[config.mk]
export PLATFORM = sky130hd
export DESIGN_NAME = multicycle_ctrl
export DESIGN_NICKNAME = d
export VERILOG_FILES = /design/src/rtl/ctrl_pkg.sv /design/src/rtl/mem_wait_timer.sv /design/src/rtl/multicycle_ctrl.sv
export SDC_FILE = /design/constraint.sdc
export NUM_CORES = 1
export LEC_CHECK = 0
export ABC_AREA = 0
export CORE_MARGIN = 3
export CORE_UTILIZATION = 44
export DETAILED_ROUTE_END_ITERATION = 12
export GPL_ROUTABILITY_DRIVEN = 0
export PLACE_DENSITY = 0.87
export SYNTH_ARGS = -nofsm -noshare
export SYNTH_HDL_FRONTEND = slang
export SYNTH_HIERARCHICAL = 1
export SYNTH_SLANG_ARGS = --single-unit
[constraint.sdc]
create_clock -name clk -period 4 [get_ports clk]
set_input_delay 0.4 -clock clk [delete_from_list [all_inputs] [get_ports clk]]
set_output_delay 0.4 -clock clk [all_outputs]
set_load 0.05 [all_outputs]
[src/rtl/ctrl_pkg.sv]
// ctrl_pkg: shared definitions for the multicycle CPU controller.
//   - opcode values recognised by the decoder
//   - FSM state encoding
//   - alu_op and pc_src select codes
//   - op_legal(): true for every opcode the datapath can execute
package ctrl_pkg;

    localparam int OP_W = 6;

    localparam logic [OP_W-1:0] OP_R    = 6'h00;
    localparam logic [OP_W-1:0] OP_J    = 6'h02;
    localparam logic [OP_W-1:0] OP_BEQ  = 6'h04;
    localparam logic [OP_W-1:0] OP_ADDI = 6'h08;
    localparam logic [OP_W-1:0] OP_LW   = 6'h23;
    localparam logic [OP_W-1:0] OP_SW   = 6'h2B;

    typedef enum logic [2:0] {
        S_IDLE   = 3'd0,
        S_FETCH  = 3'd1,
        S_DECODE = 3'd2,
        S_EXEC   = 3'd3,
        S_MEM    = 3'd4,
        S_WB     = 3'd5,
        S_TRAP   = 3'd6
    } state_t;

    localparam logic [1:0] ALU_ADD   = 2'd0;
    localparam logic [1:0] ALU_SUB   = 2'd1;
    localparam logic [1:0] ALU_FUNCT = 2'd2;

    localparam logic [1:0] PC_SEQ = 2'd0;   // pc + 4
    localparam logic [1:0] PC_BR  = 2'd1;   // branch target register
    localparam logic [1:0] PC_JMP = 2'd2;   // jump target

    function automatic logic op_legal(input logic [OP_W-1:0] op);
        return (op == OP_R)  || (op == OP_J)  || (op == OP_BEQ) ||
               (op == OP_ADDI) || (op == OP_LW) || (op == OP_SW);
    endfunction

endpackage

[src/rtl/mem_wait_timer.sv]
// mem_wait_timer: watchdog for memory accesses.
//   clk, rst_n  clock, synchronous active-low reset
//   clear       zero the count (asserted whenever a new wait begins)
//   count_en    one more cycle spent waiting on memory
//   expired     this cycle's wait brings the count to TIMEOUT
// expired is combinational so the controller can trap on the very cycle the
// limit is reached; since it requires count_en, a ready on that same cycle
// suppresses it. TIMEOUT = 0 disables the watchdog.
module mem_wait_timer #(
    parameter int unsigned TIMEOUT = 16
) (
    input  logic clk,
    input  logic rst_n,
    input  logic clear,
    input  logic count_en,
    output logic expired
);

    // Count only needs to reach TIMEOUT-1; the trap fires on the next increment.
    localparam int CW = (TIMEOUT > 1) ? $clog2(TIMEOUT) : 1;
    localparam logic [CW-1:0] LAST = (TIMEOUT == 0) ? '0 : CW'(TIMEOUT - 1);

    logic [CW-1:0] cnt;

    always_ff @(posedge clk) begin
        if (!rst_n || clear)
            cnt <= '0;
        else if (count_en)
            cnt <= cnt + 1'b1;
    end

    assign expired = (TIMEOUT != 0) && count_en && (cnt == LAST);

endmodule

[src/rtl/multicycle_ctrl.sv]
// multicycle_ctrl: Moore FSM sequencing the multicycle CPU datapath.
// Inputs : clk, rst_n (sync, active low), en, opcode, zero (ALU flag),
//          mem_ready (memory finishes current access this cycle).
// Outputs: memory strobes (mem_rd/mem_wr), register loads (ir_we, pc_we,
//          tgt_we, rf_we), mux selects (pc_src, sel_operb, imm_sel, alu_op,
//          rf_wsel), sticky traps (illegal, timeout) and busy.
// Strobes are decoded from the registered state; opcode qualifies EXEC/MEM/WB,
// and mem_ready/zero qualify the load strobes that complete a step.
module multicycle_ctrl
    import ctrl_pkg::*;
#(
    parameter int          OPCODE_W = 6,
    parameter int unsigned TIMEOUT  = 16
) (
    input  logic                clk,
    input  logic                rst_n,
    input  logic                en,
    input  logic [OPCODE_W-1:0] opcode,
    input  logic                zero,
    input  logic                mem_ready,
    output logic                mem_rd,
    output logic                mem_wr,
    output logic                ir_we,
    output logic                pc_we,
    output logic [1:0]          pc_src,
    output logic                sel_operb,
    output logic                imm_sel,
    output logic [1:0]          alu_op,
    output logic                tgt_we,
    output logic                rf_we,
    output logic                rf_wsel,
    output logic                illegal,
    output logic                timeout,
    output logic                busy
);

    state_t          state, state_nxt;
    logic [OP_W-1:0] op;
    logic            legal;
    logic            wait_st, count_en, clear, expired;
    logic            illegal_q, timeout_q;
    state_t          next_fetch;

    assign op    = OP_W'(opcode);
    assign legal = op_legal(op);

    // Watchdog runs only while waiting on memory; any state change restarts it,
    // which covers the direct MEM -> FETCH hop after a store.
    assign wait_st  = (state == S_FETCH) || (state == S_MEM);
    assign count_en = wait_st && !mem_ready;
    assign clear    = !wait_st || (state_nxt != state);

    mem_wait_timer #(.TIMEOUT(TIMEOUT)) u_timer (
        .clk      (clk),
        .rst_n    (rst_n),
        .clear    (clear),
        .count_en (count_en),
        .expired  (expired)
    );

    // A dropped enable parks the controller at the instruction boundary.
    assign next_fetch = en ? S_FETCH : S_IDLE;

    // State register and sticky trap flags
    always_ff @(posedge clk) begin
        if (!rst_n) begin
            state     <= S_IDLE;
            illegal_q <= 1'b0;
            timeout_q <= 1'b0;
        end else begin
            state <= state_nxt;
            if (state == S_DECODE && !legal)
                illegal_q <= 1'b1;
            if (expired)
                timeout_q <= 1'b1;
        end
    end

    // Next-state logic
    always_comb begin
        state_nxt = state;
        unique case (state)
            S_IDLE:   if (en) state_nxt = S_FETCH;
            S_FETCH: begin
                if (mem_ready)    state_nxt = S_DECODE;
                else if (expired) state_nxt = S_TRAP;
            end
            S_DECODE: state_nxt = legal ? S_EXEC : S_TRAP;
            S_EXEC: begin
                if (op == OP_R || op == OP_ADDI)     state_nxt = S_WB;
                else if (op == OP_LW || op == OP_SW) state_nxt = S_MEM;
                else                                 state_nxt = next_fetch;
            end
            S_MEM: begin
                if (mem_ready)    state_nxt = (op == OP_LW) ? S_WB : next_fetch;
                else if (expired) state_nxt = S_TRAP;
            end
            S_WB:     state_nxt = next_fetch;
            S_TRAP:   state_nxt = S_TRAP;
            default:  state_nxt = S_IDLE;
        endcase
    end

    // Output decode
    always_comb begin
        mem_rd    = 1'b0;
        mem_wr    = 1'b0;
        ir_we     = 1'b0;
        pc_we     = 1'b0;
        pc_src    = PC_SEQ;
        sel_operb = 1'b0;
        imm_sel   = 1'b0;
        alu_op    = ALU_ADD;
        tgt_we    = 1'b0;
        rf_we     = 1'b0;
        rf_wsel   = 1'b0;
        unique case (state)
            S_FETCH: begin
                mem_rd = 1'b1;
                ir_we  = mem_ready;
                pc_we  = mem_ready;
            end
            // Speculatively compute pc + imm into the branch-target register.
            S_DECODE: begin
                sel_operb = 1'b1;
                imm_sel   = 1'b1;
                tgt_we    = 1'b1;
            end
            S_EXEC: begin
                if (op == OP_R) begin
                    alu_op = ALU_FUNCT;
                end else if (op == OP_ADDI || op == OP_LW || op == OP_SW) begin
                    imm_sel = 1'b1;
                end else if (op == OP_BEQ) begin
                    alu_op = ALU_SUB;
                    pc_we  = zero;
                    pc_src = zero ? PC_BR : PC_SEQ;
                end else if (op == OP_J) begin
                    pc_we  = 1'b1;
                    pc_src = PC_JMP;
                end
            end
            S_MEM: begin
                mem_rd = (op == OP_LW);
                mem_wr = (op == OP_SW);
            end
            S_WB: begin
                rf_we   = 1'b1;
                rf_wsel = (op == OP_LW);
            end
            default: ;
        endcase
    end

    assign illegal = illegal_q;
    assign timeout = timeout_q;
    assign busy    = (state != S_IDLE) && (state != S_TRAP);

endmodule
==> impl_metrics.csv, run 1 <==
group,metric,value,unit
outcome,status,"completed",
layout,multi_input_area,534.3,sq um
timing,finalHoldViolations,0,
global_routing,met3_usage,6.015,%
min_path,hp-start,"illegal",
timing,period_needed,2.953,ns
global_routing,antenna_found_initial,0,
clock_network,cts.sinks,9,
synth,synth_area,764.5,sq um
timing,timing.fmax,338.7,MHz
pwr,powerDensity,253.0,mW/mm^2
drt,wirelength,2.137,mm
worst_setup_path,worst-setup-path-type,"input pin to primary output",
die,io_pins,27,
worst_setup_path,cp.arrival,2.55,ns
worst_setup_path,path_cells,"clkdlybuf4s50_1, nor3_1, nand3_1, nor2_1, and2_1, or3_1, clkdlybuf4s50_1",
synth,yosysWarnings,6,
timing,setup_viol,0,
timing,relSlewSlack,65.99,%
layout,antenna_cells,0,
drt,viasPerCell,5.993,
drt,drtPass1Iterations,4,
min_path,hold-path-endpoint,"illegal",
global_routing,grt.busiest_layer,"met2",
clock_network,clkSlewWorstSetupHoldPaths,0.06,ns
synth,synth_area_leaders,"dfxtp_1, nor2_1, and3_1",
drt,drcViolationCount,0,
clock_network,cts_buffers,3,
drt,drt_iter0_markers,40,
synth,netlist.area_leader.share,23.57,%
drt,routedWlPerCell,14.94,um
die,initial_core_util,48.49,%
clock_network,post_cts_resized,0,
die,die_w,47.68,um
worst_setup_path,reg2reg_depth,11,
synth,synthCells,100,
die,fp-row-count,14,
place,port_buffers,26,
die,die_h,47.68,um
timing,finClkSkew,0.001081,ns
worst_setup_path,cp_max_fo,6,
clock_network,clockBufferDepth,2,
layout,drive_above_1_share,9.449,%
worst_setup_path,critical_path_buf_inv_count,2,
worst_setup_path,cpMaxStageDelayCell,"clkdlybuf4s50_1",
synth,yosysSeqAreaShare,23.57,%
worst_setup_path,r2r-end,"u_timer/cnt[3]",
synth,ys.flop_type,"dfxtp_1",
timing,grt_setup_unrepaired,"no",
place,dp_hpwl,1.731,mm
worst_setup_path,cp-start-kind,"input pin",
clock_network,cts_tree,"built",
layout,final_area,0.001049,sq mm
synth,ys_top_cells_by_count,"nor2_1, dfxtp_1, a21oi_1, and3_1, inv_1",
place,placed_cell_area,0.001021,sq mm
synth,synth_cell_type_count,41,
job,maxCapViolCount,0,
clock_network,clkLatencyLatePin,0.27,ns
layout,final_nets,140,
global_routing,grt_pass1_wl,3.160,mm
clock_network,cts-root-buf,"clkbuf_4",
synth,synthArstFlopShare,0,%
global_routing,grtUsageTotal,19.61,%
synth,ys_seq_elements,9,
synth,postSynthAreaPerCell,7.645,sq um
worst_setup_path,path_common_cell,"clkdlybuf4s50_1",
timing,period_share,73.82,%
layout,regArea,180.2,sq um
synth,synth.most_common_cell,"nor2_1",
worst_setup_path,endpoint_kind,"primary output",
die,die-area,0.002273,sq mm
worst_setup_path,required,3.60,ns
layout,syn_to_final_growth,37.15,%
timing,tns,0,ns
clock_network,ctsHoldBuffers,0,
drt,ant_nets,0,
global_routing,gr-total-overflow,0,
global_routing,grtUsageMet1,22.89,%
timing,slew_viol_final,0,
timing,worst_pin_slew,0.5085,ns
worst_setup_path,slowest_delay,0.80,ns
min_path,hold_class,"register to register",
worst_setup_path,r2r_slack,1.13,ns
layout,nFillCells,136,
synth,synth_top_cell_by_area,"dfxtp_1",
synth,syn-num-nets,112,
global_routing,grt_max_degree,13,
synth,synth_edf_count,0,
global_routing,grt_pass1_vias,764,
min_path,hold_depth,1,
clock_network,post_cts_buffers,0,
clock_network,ctsHtreeMaxLevel,1,
pwr,peakVddDrop,0.0002358,V
die,core_area,0.001577,sq mm
global_routing,gr-usage-met2,32.98,%
pwr,p_total,0.0002652,W
worst_setup_path,worstReg2RegStart,"state[2]",
drt,dr_total_vias,857,
pwr,power.leakage,0.4246,nW
worst_setup_path,cp_top_family,"buffers and inverters",
-- power breakdown --
| part | switching (W) | internal (W) | total (W) | leakage (nW) |
|---|---|---|---|---|
| combinational | 0.0000545 | 0.0000388 | 0.0000933 | 0.334 |
| sequential | 0.00000689 | 0.0000926 | 0.0000995 | 0.0729 |
| clock | 0.0000354 | 0.0000371 | 0.0000724 | 0.0177 |
| total | 0.0000968 | 0.000168 | 0.000265 | 0.425 |
-- per-layer routing --
layer / part of all wire [%] / wire length, um / vias to the layer above
li1: - / - / 413
met1: 39 / 842 / 379
met2: 49 / 1043 / 59
met3: 10 / 214 / 6
met4: 1.7 / 36 / 0
met5: 0 / 0 / -
-- layout make-up --
cell class                      instances  area share, %
Clock inverter                          1         0.4773
Clock buffer                            3          2.148
Tap cell                               16          1.909
Sequential cell                         9          17.18
Multi-Input combinational cell         82          50.95
Inverter                                5          1.790
Timing Repair Buffer                   27          25.54
-- registers in the layout, indices dropped and copies added, names as in the netlist --
| register | count |
|---|---|
| u_timer/cnt | 4 |
| illegal | 1 |
| state | 3 |
| timeout | 1 |
-- metrics by stage --
| stage | hold slack, ns | util [%] | instances | setup slack, ns |
|---|---|---|---|---|
| finish | 0.4632 | 66.51 | 143 | 1.047 |
| global route | 0.4835 | 66.51 | 143 | 0.9281 |
| CTS | 0.4676 | 66.51 | 143 | 1.057 |
| detailed placement | 0.4574 | 64.76 | 139 | 1.015 |
| global placement | 0.4512 | 64.76 | 139 | 1.051 |
| floorplan | 0.4691 | - | 100 | 1.108 |
-- cells in the final DEF, fill, tap and decap left out, types with 2 or more instances in the layout --
| cell type | synthesis | layout |
|---|---|---|
| and3_1 | 5 | 5 |
| mux2i_1 | 2 | 2 |
| a21oi_1 | 5 | 5 |
| clkdlybuf4s50_1 | 0 | 26 |
| clkbuf_4 | 0 | 3 |
| o21a_1 | 3 | 3 |
| nand2b_1 | 4 | 4 |
| o21ai_0 | 4 | 4 |
| a31oi_1 | 2 | 2 |
| nand3b_1 | 4 | 4 |
| dfxtp_1 | 9 | 9 |
| nor2_1 | 15 | 15 |
| nor3_1 | 3 | 3 |
| and2_1 | 4 | 4 |
| a211oi_1 | 2 | 2 |
| or3_1 | 2 | 2 |
| nand2_1 | 3 | 3 |
| inv_1 | 5 | 5 |
| nand3_1 | 3 | 3 |
-- cells by family (layout without fill, tap and decap cells) --
kind of cell               Yosys count  in the layout  share of synthesized area, %
and+or+nand+nor                     53             53                         39.93
AOI/OAI and AO/OA                   24             24                         23.08
DFF                                  9              9                         23.57
buffers and inverters                9             36                         6.546
muxes                                3              3                         4.092
adders and majority gates            1              1                         1.636
xor gates and xnor gates             1              1                         1.146
-- how the worst max path moves through the flow --
stage	endpoint	start	cells past startpoint	slack, ns
2_1_floorplan	u_timer/cnt[3]	state[0]	11	1.11
3_3_place_gp	u_timer/cnt[3]	mem_ready	11	1.05
3_5_place_dp	u_timer/cnt[3]	mem_ready	11	1.02
4_1_cts	mem_rd	opcode[1]	6	1.06
5_1_grt	mem_rd	opcode[1]	6	0.93
6_report	pc_we	opcode[0]	7	1.05
Power figures use the tool's default switching activity.
==> inputs of run 2 (changes only) <==
==> constraint.sdc (replaced) <==
create_clock -name clk -period 3 [get_ports clk]
set_input_delay 0.3 -clock clk [delete_from_list [all_inputs] [get_ports clk]]
set_output_delay 0.3 -clock clk [all_outputs]
set_load 0.05 [all_outputs]
==> run 2 against run 1 <==
Against the previous run: non-clock buffer count did not move; sequential cell count did not move; critical path type is now register to register; critical endpoint is now u_timer/cnt[3]; largest cell class unchanged; combinational power rose by 31%; highest routed layer unchanged; largest power group unchanged.
==> impl_metrics.csv, run 2 (synthesized netlist as in run 1, its figures left out) <==
group,metric,value,unit
worst_setup_path,cp-start-kind,"register",
layout,reg.largest.list,"u_timer/cnt: 4 flops, state: 3 flops",
worst_setup_path,reg2reg_depth,10,
clock_network,ctsHoldBuffers,0,
clock_network,post_cts_buffers,0,
min_path,hp-start,"illegal",
drt,routedWlPerCell,13.78,um
clock_network,cts-root-buf,"clkbuf_4",
die,io_pins,27,
timing,finClkSkew,0.001050,ns
place,dp_hpwl,1.574,mm
layout,final_nets,140,
die,initial_core_util,48.49,%
clock_network,post_cts_resized,0,
worst_setup_path,cp_max_fo,10,
worst_setup_path,endpoint_kind,"register",
drt,viasPerCell,5.923,
die,die-area,0.002273,sq mm
clock_network,clkSlewWorstSetupHoldPaths,0.06,ns
layout,final_cell_mix,"clkdlybuf4s50_1, nor2_1, dfxtp_1",
worst_setup_path,cp.arrival,2.98,ns
global_routing,grtUsageTotal,19.48,%
clock_network,cts_buffers,3,
place,post-place-ws,0.1945,ns
worst_setup_path,r2r-end,"u_timer/cnt[3]",
worst_setup_path,worst-setup-path-type,"register to register",
pwr,peakVddDrop,0.0002800,V
timing,worst_pin_slew,0.5063,ns
global_routing,antenna_found_initial,0,
drt,wirelength,1.971,mm
outcome,status,"completed",
pwr,power.leakage,0.4240,nW
clock_network,ctsHtreeMaxLevel,1,
timing,slew_viol_final,0,
worst_setup_path,required,3.20,ns
min_path,hold-path-endpoint,"illegal",
place,port_buffers,26,
global_routing,grt_pass1_wl,3.091,mm
layout,final_util,66.35,%
layout,multi_input_area,534.3,sq um
worst_setup_path,worstReg2RegStart,"state[0]",
pwr,powerDensity,332.8,mW/mm^2
min_path,hold_class,"register to register",
worst_setup_path,r2r_slack,0.21,ns
layout,antenna_cells,0,
timing,relSlewSlack,66.14,%
layout,regArea,181.4,sq um
timing,timing.fmax,358.8,MHz
clock_network,cts.sinks,9,
job,maxCapViolCount,0,
clock_network,cts_tree,"built",
global_routing,grt_pass1_vias,721,
clock_network,clockBufferDepth,2,
timing,period_share,92.90,%
drt,drt_iter0_markers,35,
die,die_h,47.68,um
layout,nFillCells,138,
layout,final_common_cell,"clkdlybuf4s50_1",
min_path,hold_depth,1,
timing,setup_viol,0,
layout,drive_above_1_share,10.24,%
timing,finalHoldViolations,0,
drt,drtPass1Iterations,4,
drt,drcViolationCount,0,
timing,period_needed,2.787,ns
layout,regMostFlops,"u_timer/cnt",
timing,holdWs,0.4671,ns
timing,worst_slack,0.2131,ns
die,fp-row-count,14,
drt,ant_nets,0,
layout,largest_reg_flops,4,
layout,syn_to_final_growth,36.82,%
clock_network,clkLatencyLatePin,0.26,ns
global_routing,gr-total-overflow,0,
die,die_w,47.68,um
global_routing,grt_max_degree,13,
die,core_area,0.001577,sq mm
drt,dr_total_vias,847,
==> run 2: worst max path at each step <==
stage               from        endpoint  slack [ns]  depth (start not counted)
6_report        state[0]  u_timer/cnt[3]        0.21                         10
5_1_grt         state[0]  u_timer/cnt[3]      -0.001                         10
3_3_place_gp   mem_ready  u_timer/cnt[3]        0.34                         10
4_1_cts         state[0]  u_timer/cnt[3]        0.26                         10
2_1_floorplan   state[0]  u_timer/cnt[3]        0.11                         11
3_5_place_dp   mem_ready  u_timer/cnt[3]        0.19                         10
==> run 2: through the flow <==
stage / instances / total power, W / cell area (sq um) / setup TNS [ns]
6_report: 143 / 0.0003482 / 1046 / 0
5_1_grt: 143 / 0.0003633 / 1046 / -0.001474
4_1_cts: 143 / 0.0003482 / 1045 / 0
3_5_place_dp: 139 / 0.0002559 / 1018 / 0
3_3_place_gp: 139 / 0.0002535 / 1018 / 0
2_1_floorplan: 100 / 0.0002141 / 764.5 / 0
==> run 2: area by class of cell <==
| type | count | share of cell area (%) |
|---|---|---|
| well taps | 16 | 1.914 |
| clock buffers | 4 | 2.512 |
| repair buffers | 27 | 25.36 |
| flip-flops and latches | 9 | 17.34 |
| inverters | 5 | 1.794 |
| multi-input cells | 82 | 51.08 |
==> run 2: power by group <==
group          internal (W)  switching, W   total, W
sequential         0.000124    0.00000887   0.000133
combinational     0.0000511     0.0000714   0.000122
clock             0.0000512     0.0000419  0.0000931
==> run 2: worst max-delay path, stage by stage, from the launching register on <==
cell and delay [ns]:
dfxtp_1 0.41, nand2b_1 0.27, a211oi_1 0.34, and4_2 0.32, nor2_1 0.08, mux2_2 0.28
a22oi_2 0.12, o2111ai_1 0.18, o2bb2a_4 0.27, or3b_1 0.33, mux2i_1 0.11
==> run 2: layer usage <==
metal  routed length [um]  track usage (%)  share of wire (%)  up-vias
met5                    0                0                  0        -
met4                   44            9.140                2.2        0
met3                  113            6.391                5.7        6
met2                  960            29.29                 49       28
met1                  852            25.00                 43      391
li1                     -                -                  -      422
